## src/rtl/sys_ctrl_ibus.sv

```systemverilog
`default_nettype none
// +--------------------------------------------------------------------------+
// | sys_ctrl_ibus : ibus control window that sequences an array RUN/DRAIN    |
// | Rev 1.0 - initial release                                                |
// +--------------------------------------------------------------------------+
module sys_ctrl_ibus #(
  parameter logic [15:0] ADR_BASE = 16'hFFF0,
  parameter int          CW       = 16
) (
  input  logic          clk,
  input  logic          rst_n,
  input  logic          ren,
  input  logic [15:0]   ibus_radr,
  output logic [15:0]   ibus_rdata,
  input  logic          wen,
  input  logic [15:0]   ibus_wadr,
  input  logic [15:0]   ibus_wdata,
  output logic          pe_en,
  output logic [CW-1:0] buf_radr,
  output logic          drain,
  output logic          busy,
  output logic          done
);

  localparam logic [15:0]   c_ADR_START  = ADR_BASE;
  localparam logic [15:0]   c_ADR_MAX    = ADR_BASE + 16'd1;
  localparam logic [15:0]   c_ADR_RUN    = ADR_BASE + 16'd2;
  localparam logic [15:0]   c_ADR_STATUS = ADR_BASE + 16'd3;
  localparam logic [15:0]   c_ADR_CYCLE  = ADR_BASE + 16'd4;
  localparam logic [CW-1:0] c_CNT_ONE    = CW'(1);

  typedef enum logic [1:0] {
    S_IDLE  = 2'd0,
    S_RUN   = 2'd1,
    S_DRAIN = 2'd2,
    S_DONE  = 2'd3
  } state_t;

  state_t          r_state;
  logic [CW-1:0]   r_cnt;
  logic [CW-1:0]   r_max;
  logic [CW-1:0]   r_run;
  logic            r_sticky;
  logic [15:0]     r_rdata;
  logic            r_pe_en;
  logic            r_drain;
  logic            r_busy;
  logic            r_done;
  logic [CW-1:0]   r_buf_radr;

  logic [CW-1:0]   w_wdata_cw;
  logic            w_start;
  logic            w_wr_max;
  logic            w_wr_run;
  logic            w_rd_status;
  logic            w_enter_done;
  logic [CW-1:0]   w_cycle;

  assign w_wdata_cw   = CW'(ibus_wdata);
  assign w_start      = wen && (ibus_wadr == c_ADR_START) && ibus_wdata[0] && (r_state == S_IDLE);
  assign w_wr_max     = wen && (ibus_wadr == c_ADR_MAX) && !r_busy;
  assign w_wr_run     = wen && (ibus_wadr == c_ADR_RUN) && !r_busy;
  assign w_rd_status  = ren && (ibus_radr == c_ADR_STATUS);
  assign w_enter_done = (r_state == S_DRAIN) && (r_cnt == r_run);
  assign w_cycle      = r_busy ? r_cnt : '0;

  // Outputs are registered alongside the state so no ibus input reaches them combinationally.
  always_ff @(posedge clk or negedge rst_n) begin
    if (!rst_n) begin
      r_state    <= S_IDLE;
      r_cnt      <= '0;
      r_pe_en    <= 1'b0;
      r_drain    <= 1'b0;
      r_busy     <= 1'b0;
      r_done     <= 1'b0;
      r_buf_radr <= '0;
    end else begin
      case (r_state)
        S_IDLE: begin
          if (w_start) begin
            r_state    <= S_RUN;
            r_cnt      <= '0;
            r_pe_en    <= 1'b1;
            r_busy     <= 1'b1;
            r_buf_radr <= '0;
          end
        end
        S_RUN: begin
          if (r_cnt == r_max) begin
            r_state    <= S_DRAIN;
            r_cnt      <= '0;
            r_pe_en    <= 1'b0;
            r_drain    <= 1'b1;
            r_buf_radr <= '0;
          end else begin
            r_cnt      <= r_cnt + c_CNT_ONE;
            r_buf_radr <= r_cnt + c_CNT_ONE;
          end
        end
        S_DRAIN: begin
          if (w_enter_done) begin
            r_state <= S_DONE;
            r_cnt   <= '0;
            r_drain <= 1'b0;
            r_busy  <= 1'b0;
            r_done  <= 1'b1;
          end else begin
            r_cnt <= r_cnt + c_CNT_ONE;
          end
        end
        S_DONE: begin
          r_state <= S_IDLE;
          r_done  <= 1'b0;
        end
        default: begin
          r_state    <= S_IDLE;
          r_cnt      <= '0;
          r_pe_en    <= 1'b0;
          r_drain    <= 1'b0;
          r_busy     <= 1'b0;
          r_done     <= 1'b0;
          r_buf_radr <= '0;
        end
      endcase
    end
  end

  // Sticky set takes priority over the clear from a STATUS read.
  always_ff @(posedge clk or negedge rst_n) begin
    if (!rst_n) begin
      r_max    <= '0;
      r_run    <= '0;
      r_sticky <= 1'b0;
    end else begin
      if (w_wr_max) r_max <= w_wdata_cw;
      if (w_wr_run) r_run <= w_wdata_cw;
      if (w_enter_done)
        r_sticky <= 1'b1;
      else if (w_rd_status || w_start)
        r_sticky <= 1'b0;
    end
  end

  always_ff @(posedge clk or negedge rst_n) begin
    if (!rst_n) begin
      r_rdata <= '0;
    end else if (ren) begin
      case (ibus_radr)
        c_ADR_MAX:    r_rdata <= 16'(r_max);
        c_ADR_RUN:    r_rdata <= 16'(r_run);
        c_ADR_STATUS: r_rdata <= {14'd0, r_sticky, r_busy};
        c_ADR_CYCLE:  r_rdata <= 16'(w_cycle);
        default:      r_rdata <= '0;
      endcase
    end
  end

  assign ibus_rdata = r_rdata;
  assign pe_en      = r_pe_en;
  assign drain      = r_drain;
  assign busy       = r_busy;
  assign done       = r_done;
  assign buf_radr   = r_buf_radr;

endmodule
`default_nettype wire

```

## config.mk

```make
export PLATFORM = sky130hd
export DESIGN_NAME = sys_ctrl_ibus
export DESIGN_NICKNAME = d
export VERILOG_FILES = /design/src/rtl/sys_ctrl_ibus.sv
export SDC_FILE = /design/constraint.sdc
export NUM_CORES = 1
export LEC_CHECK = 0
export CAP_MARGIN = 20
export CORE_MARGIN = 3
export CORE_UTILIZATION = 48
export DETAILED_ROUTE_END_ITERATION = 10
export GPL_TIMING_DRIVEN = 0
export MAX_ROUTING_LAYER = met4
export PLACE_DENSITY = 0.84
export SLEW_MARGIN = 20
export SYNTH_ARGS = -nofsm -noshare
export SYNTH_HDL_FRONTEND = slang
export SYNTH_SLANG_ARGS = --single-unit
```

## constraint.sdc

```tcl
create_clock -name clk -period 1.75 [get_ports clk]
set_input_delay 0.175 -clock clk [delete_from_list [all_inputs] [get_ports clk]]
set_output_delay 0.175 -clock clk [all_outputs]
set_load 0.02 [all_outputs]
```

After elaboration in Yosys (flattened, before gate mapping)
Cells that the tools add are included.
- add/sub/neg operators: 1
- equal/unequal tests: 15
- mux-type cells: 22
- reductions and logical operators: 25
- operators with widths (cell ; count):
    16-bit == test, second input constant ; 7
    16-bit 2-to-1 mux ; 4
    16-bit one-hot mux with 4 select lines ; 1
    16-bit one-hot mux with 3 select lines ; 1
    16-bit == test ; 2
    16-bit one-hot mux with 2 select lines ; 1
    16-bit by 1-bit adder with 16-bit output, second input constant ; 1
    3-bit AND reduction ; 4
    2-bit nonzero test ; 5
    1-bit logical AND ; 9
    1-bit one-hot mux with 2 select lines ; 4
    2-bit one-hot mux with 4 select lines ; 1
    1-bit 2-to-1 mux ; 7
    2-bit 2-to-1 mux ; 3
    2-bit != test, second input constant ; 3
    2-bit AND reduction ; 3
    2-bit == test, second input constant ; 2
    3-bit nonzero test ; 1
    2-bit by 1-bit == test with 1-bit output, second input constant ; 1
    2-bit zero test ; 1
    1-bit zero test ; 1
    1-bit logical OR ; 1
- flip-flop bits (word level): 87
- input bits: 52
- output and inout port bits: 36

Depth between registers and ports, before layout
- depth after elaboration: 7
- mapped depth: 8
- gate-level depth less buffers: 6

Worst setup path after synthesis
OpenSTA, ideal clock, no wires.
- path type: register to register
- from: reg r_cnt[15]
- to: reg r_buf_radr[10] (netlist: buf_radr[10])
- arrival time: 1727 ps
- path slack: -98 ps
- stages on the path, launching flop included: 9
- period minus slack after synthesis: 1848 ps
- cells stage by stage: dfrtp_1 > clkbuf_1 > xnor2_1 > nand4_1 > o41ai_4 > nand2b_1 > buf_6 > buf_12 > o2bb2ai_2
- cells in the longest elaborated chain, start to end: 3
- RTL lines (item ; line ; RTL):
    from (decl) ; 40 ; logic [CW-1:0] r_cnt;
    from (signal assigned) ; 96 ; r_cnt <= r_cnt + c_CNT_ONE;
    from (signal assigned) ; 108 ; r_cnt <= r_cnt + c_CNT_ONE;
    16-bit == test ; 89 ; if (r_cnt == r_max) begin
    16-bit 2-to-1 mux ; 89 ;
    16-bit one-hot mux with 2 select lines ; 78 ; case (r_state)
    to (signal assigned) ; 97 ; r_buf_radr <= r_cnt + c_CNT_ONE;
    to (decl) ; 49 ; logic [CW-1:0] r_buf_radr;
Every way passes these cells.
A chain may end at the register's enable or synchronous reset.

Worst setup path after layout
- from: reg r_cnt[12]
- to: reg r_cnt[2]
- cells in the longest elaborated chain, start to end: 4
- elaborated cells on any way between the ends: 6
- those cells by class: eq/ne: 2; mux: 3; reduce/logical: 1
- RTL lines (item ; line ; RTL):
    16-bit == test ; 64 ; assign w_enter_done = (r_state == S_DRAIN) && (r_cnt == r_run);
    1-bit logical AND ; 64 ;
    16-bit 2-to-1 mux ; 101 ; if (w_enter_done) begin
    16-bit one-hot mux with 3 select lines (*) ; 78 ;
Mark *: on every way between the ends. The rest lies on a longest branch, timed or not.

==> impl_metrics.ini <==
[status]
outcome = complete, but fails checks
violations = setup timing

[grt]
grt_pass1_wl_um = 21400
overflow = 0
grt_max_degree = 60
grt.total_usage_pct = 24.7
antenna_found_initial = 0
first_global_vias = 4229

[synthesis]
synth_area_leader_cell = dfrtp_1
synth.most_common_cell = dfrtp_1
netlist.area_leader.share_pct = 45.5
netlist_top_cells_area = dfrtp_1 (46%), xnor2_1 (7.9%), mux2_2 (7.8%)
syn-num-nets = 501
synth.avg_cell_area_um2 = 10.8
async_flop_share_pct = 100
synth_edf_count = 0
syn_inst = 443
ys.flop_type = dfrtp_1
yosys_warnings = 0
netlist_area_mm2 = 0.00478
synth-seq-area-share_pct = 45.5
ys_ff_latch = 87
synth_cell_types = 54
synth_common_cells = dfrtp_1 (87), xnor2_1 (43), mux2_2 (33), nor2_1 (27), inv_1 (26)

[timing]
skew_ns = 0.0150
finalCritPeriodShare_pct = 119
setup-violations-final = 48
drv_slew = 0
rsz0062_at_grt = true
worst_hold_slack_ns = 0.259
finalHoldViolCount = 0
worst_slack_ns = -0.337
worstMarginPinSlew_ns = 0.504
slew_headroom_pct = 66.1
fin_crit_ns = 2.09
clock.fmax_mhz = 479

[floorplanning]
start_util_pct = 50.6
ios = 88
fp-row-count = 35
die_area_mm2 = 0.0112
die_w_um = 106
coreArea_mm2 = 0.00946
die_y_um = 106

[clocking]
cts_buffer_depth = 2
insertion_delay_ns = 0.37
cts.sinks = 87
cts_tree = built
cts_root_buf = clkbuf_8
cts_max_level = 3
cts_made_buffers = 9
path_clk_slew_ns = 0.09

[pwr]
intPower_w = 0.00352
leakage_nw = 2.95
p_seq_share_pct = 40.0
switchingPower_w = 0.00180
vdd.ir_drop.worst_mv = 0.928
clock_power_share_pct = 30.0
combPwrFrac_pct = 30.0
powerDensity_mw_per_mm2 = 768
switching_share_pct = 33.8

[drt]
drtPass1Iterations = 5
wl_per_cell_um = 19.6
drc_errors = 0
wl_um = 13800
drt_iter0_markers = 247
antenna_left = 0
num_vias = 4144
viasPerCell = 5.87

[worst_setup_path]
start_kind = flop
arrival_ns = 2.34
crit_required_ns = 2.01
critical_path_class = reg2reg
cp-end-kind = flop
cp_max_fo = 8

[flow_run]
max_cap_viol_count = 0

[finish]
final_nets = 630
n_antenna_cell = 0
register_area_mm2 = 0.00218
fill_cells = 615
drive_gt1_share_pct = 33.1
utilization_pct = 73.2
area_delta_synth_final_pct = 44.7
multi_input_area_mm2 = 0.00271

[worst_hold_path]
hold_path_class = in2async

[placement]
dpl.hpwl_um = 8690
gp_congestion = 0.923
port_buffers = 85
[cell families after synthesis]
kind of cell,count (synthesis),synth area share [%]
xor gates and xnor gates,47,8.60
AOI/OAI and AO/OA,88,15.1
adders and majority gates,6,1.57
buffers and inverters,60,6.12
DFF,87,45.5
and+or+nand+nor,111,13.0
muxes,44,10.1
[power by group through the flow]
stage	registers (W)	clock network, W	logic, W
2_1_floorplan	0.00219	0	0.000842
3_3_place_gp	0.00216	0	0.00126
3_5_place_dp	0.00216	0	0.00134
4_1_cts	0.00212	0.00159	0.00151
5_1_grt	0.00213	0.00168	0.00171
6_report	0.00213	0.00160	0.00159
[timing repair]
action	CTS	global route
pin swaps	27	31
endpoints found under the hold margin	28	0
gates resized for setup	61	69
hold buffers	1	0
setup buffers	19	15
endpoints found under the setup margin	77	85
cloned	3	1
[worst paths after layout]
path	startpoint	to	slack [ns]	depth (start not counted)
setup / recovery	r_cnt[12]	r_cnt[2]	-0.34	7
hold / removal	rst_n	pe_en	0.26	2
setup reg to reg	r_cnt[12]	r_cnt[2]	-0.34	7
hold reg to reg	buf_radr[1]	buf_radr[1]	0.51	1
max in group asynchronous	rst_n	r_cnt[9]	0.84	3
min in group clk	ren	ibus_rdata[3]	0.28	2
[state kept, by name (all words and copies together), names as in the netlist]
name        cells
ibus_rdata     16
pe_en           1
busy            1
r_cnt          16
done            1
r_max          16
r_sticky        1
buf_radr       16
r_run          16
drain           1
r_state         2
[layer usage]
| metal | vias up | global-route usage, % | part of all wire, % |
|---|---|---|---|
| met5 | - | - | 0 |
| met4 | 0 | 9.07 | 3.9 |
| met3 | 55 | 3.12 | 6.5 |
| met2 | 197 | 41.1 | 51 |
| met1 | 2048 | 30.9 | 38 |
| li1 | 1844 | - | - |
[through the flow]
step	power (W)	area [µm²]	cells	setup TNS, ns	worst slack, ns
after floorplan	0.00303	4860	443	-1.23	-0.0939
after global placement	0.00342	5880	657	-254.71	-2.50
after detailed placement	0.00350	5900	658	-43.61	-0.740
after CTS	0.00522	6600	693	-5.40	-0.208
after global routing	0.00553	6920	706	-12.63	-0.396
final	0.00531	6920	706	-9.00	-0.337
[final cells by class]
| cell class | instances | share of cell area [%] |
|---|---|---|
| Inverter | 26 | 1.41 |
| Multi-Input combinational cell | 296 | 39.2 |
| Clock inverter | 6 | 1.34 |
| Sequential cell | 87 | 31.5 |
| Tap cell | 129 | 2.33 |
| Buffer | 28 | 3.76 |
| Timing Repair Buffer | 124 | 18.6 |
| Clock buffer | 10 | 1.84 |
[worst max-delay path: stages (launching register included)]
cell     delay (ns)
dfrtp_2        0.49
xnor2_1        0.21
nand4_1        0.21
o41ai_4        0.35
buf_4          0.19
buf_6          0.12
o221a_4        0.31
nor3_1         0.09
[cell usage in the layout (no fill, tap or decap), types with 3 or more instances in the layout]
cell type	instances
a21oi_1	12
a21oi_2	5
a22oi_1	14
and3_1	5
buf_16	3
buf_2	3
buf_4	30
buf_6	20
buf_8	3
clkbuf_1	3
clkbuf_2	3
clkbuf_8	9
clkdlybuf4s50_1	69
dfrtp_1	83
dfrtp_2	4
dlymetal6s2s_1	14
ha_1	5
inv_1	26
mux2_2	28
mux2_4	5
mux2i_1	11
nand2_1	22
nand3_1	7
nand3b_1	3
nand4_1	15
nor2_1	25
nor3_1	3
nor3_2	5
o22ai_1	14
o2bb2ai_2	16
o31ai_1	4
o31ai_2	3
xnor2_1	29
xnor2_2	14
xor2_1	4
Note: power is estimated with default switching activity, not from simulation.
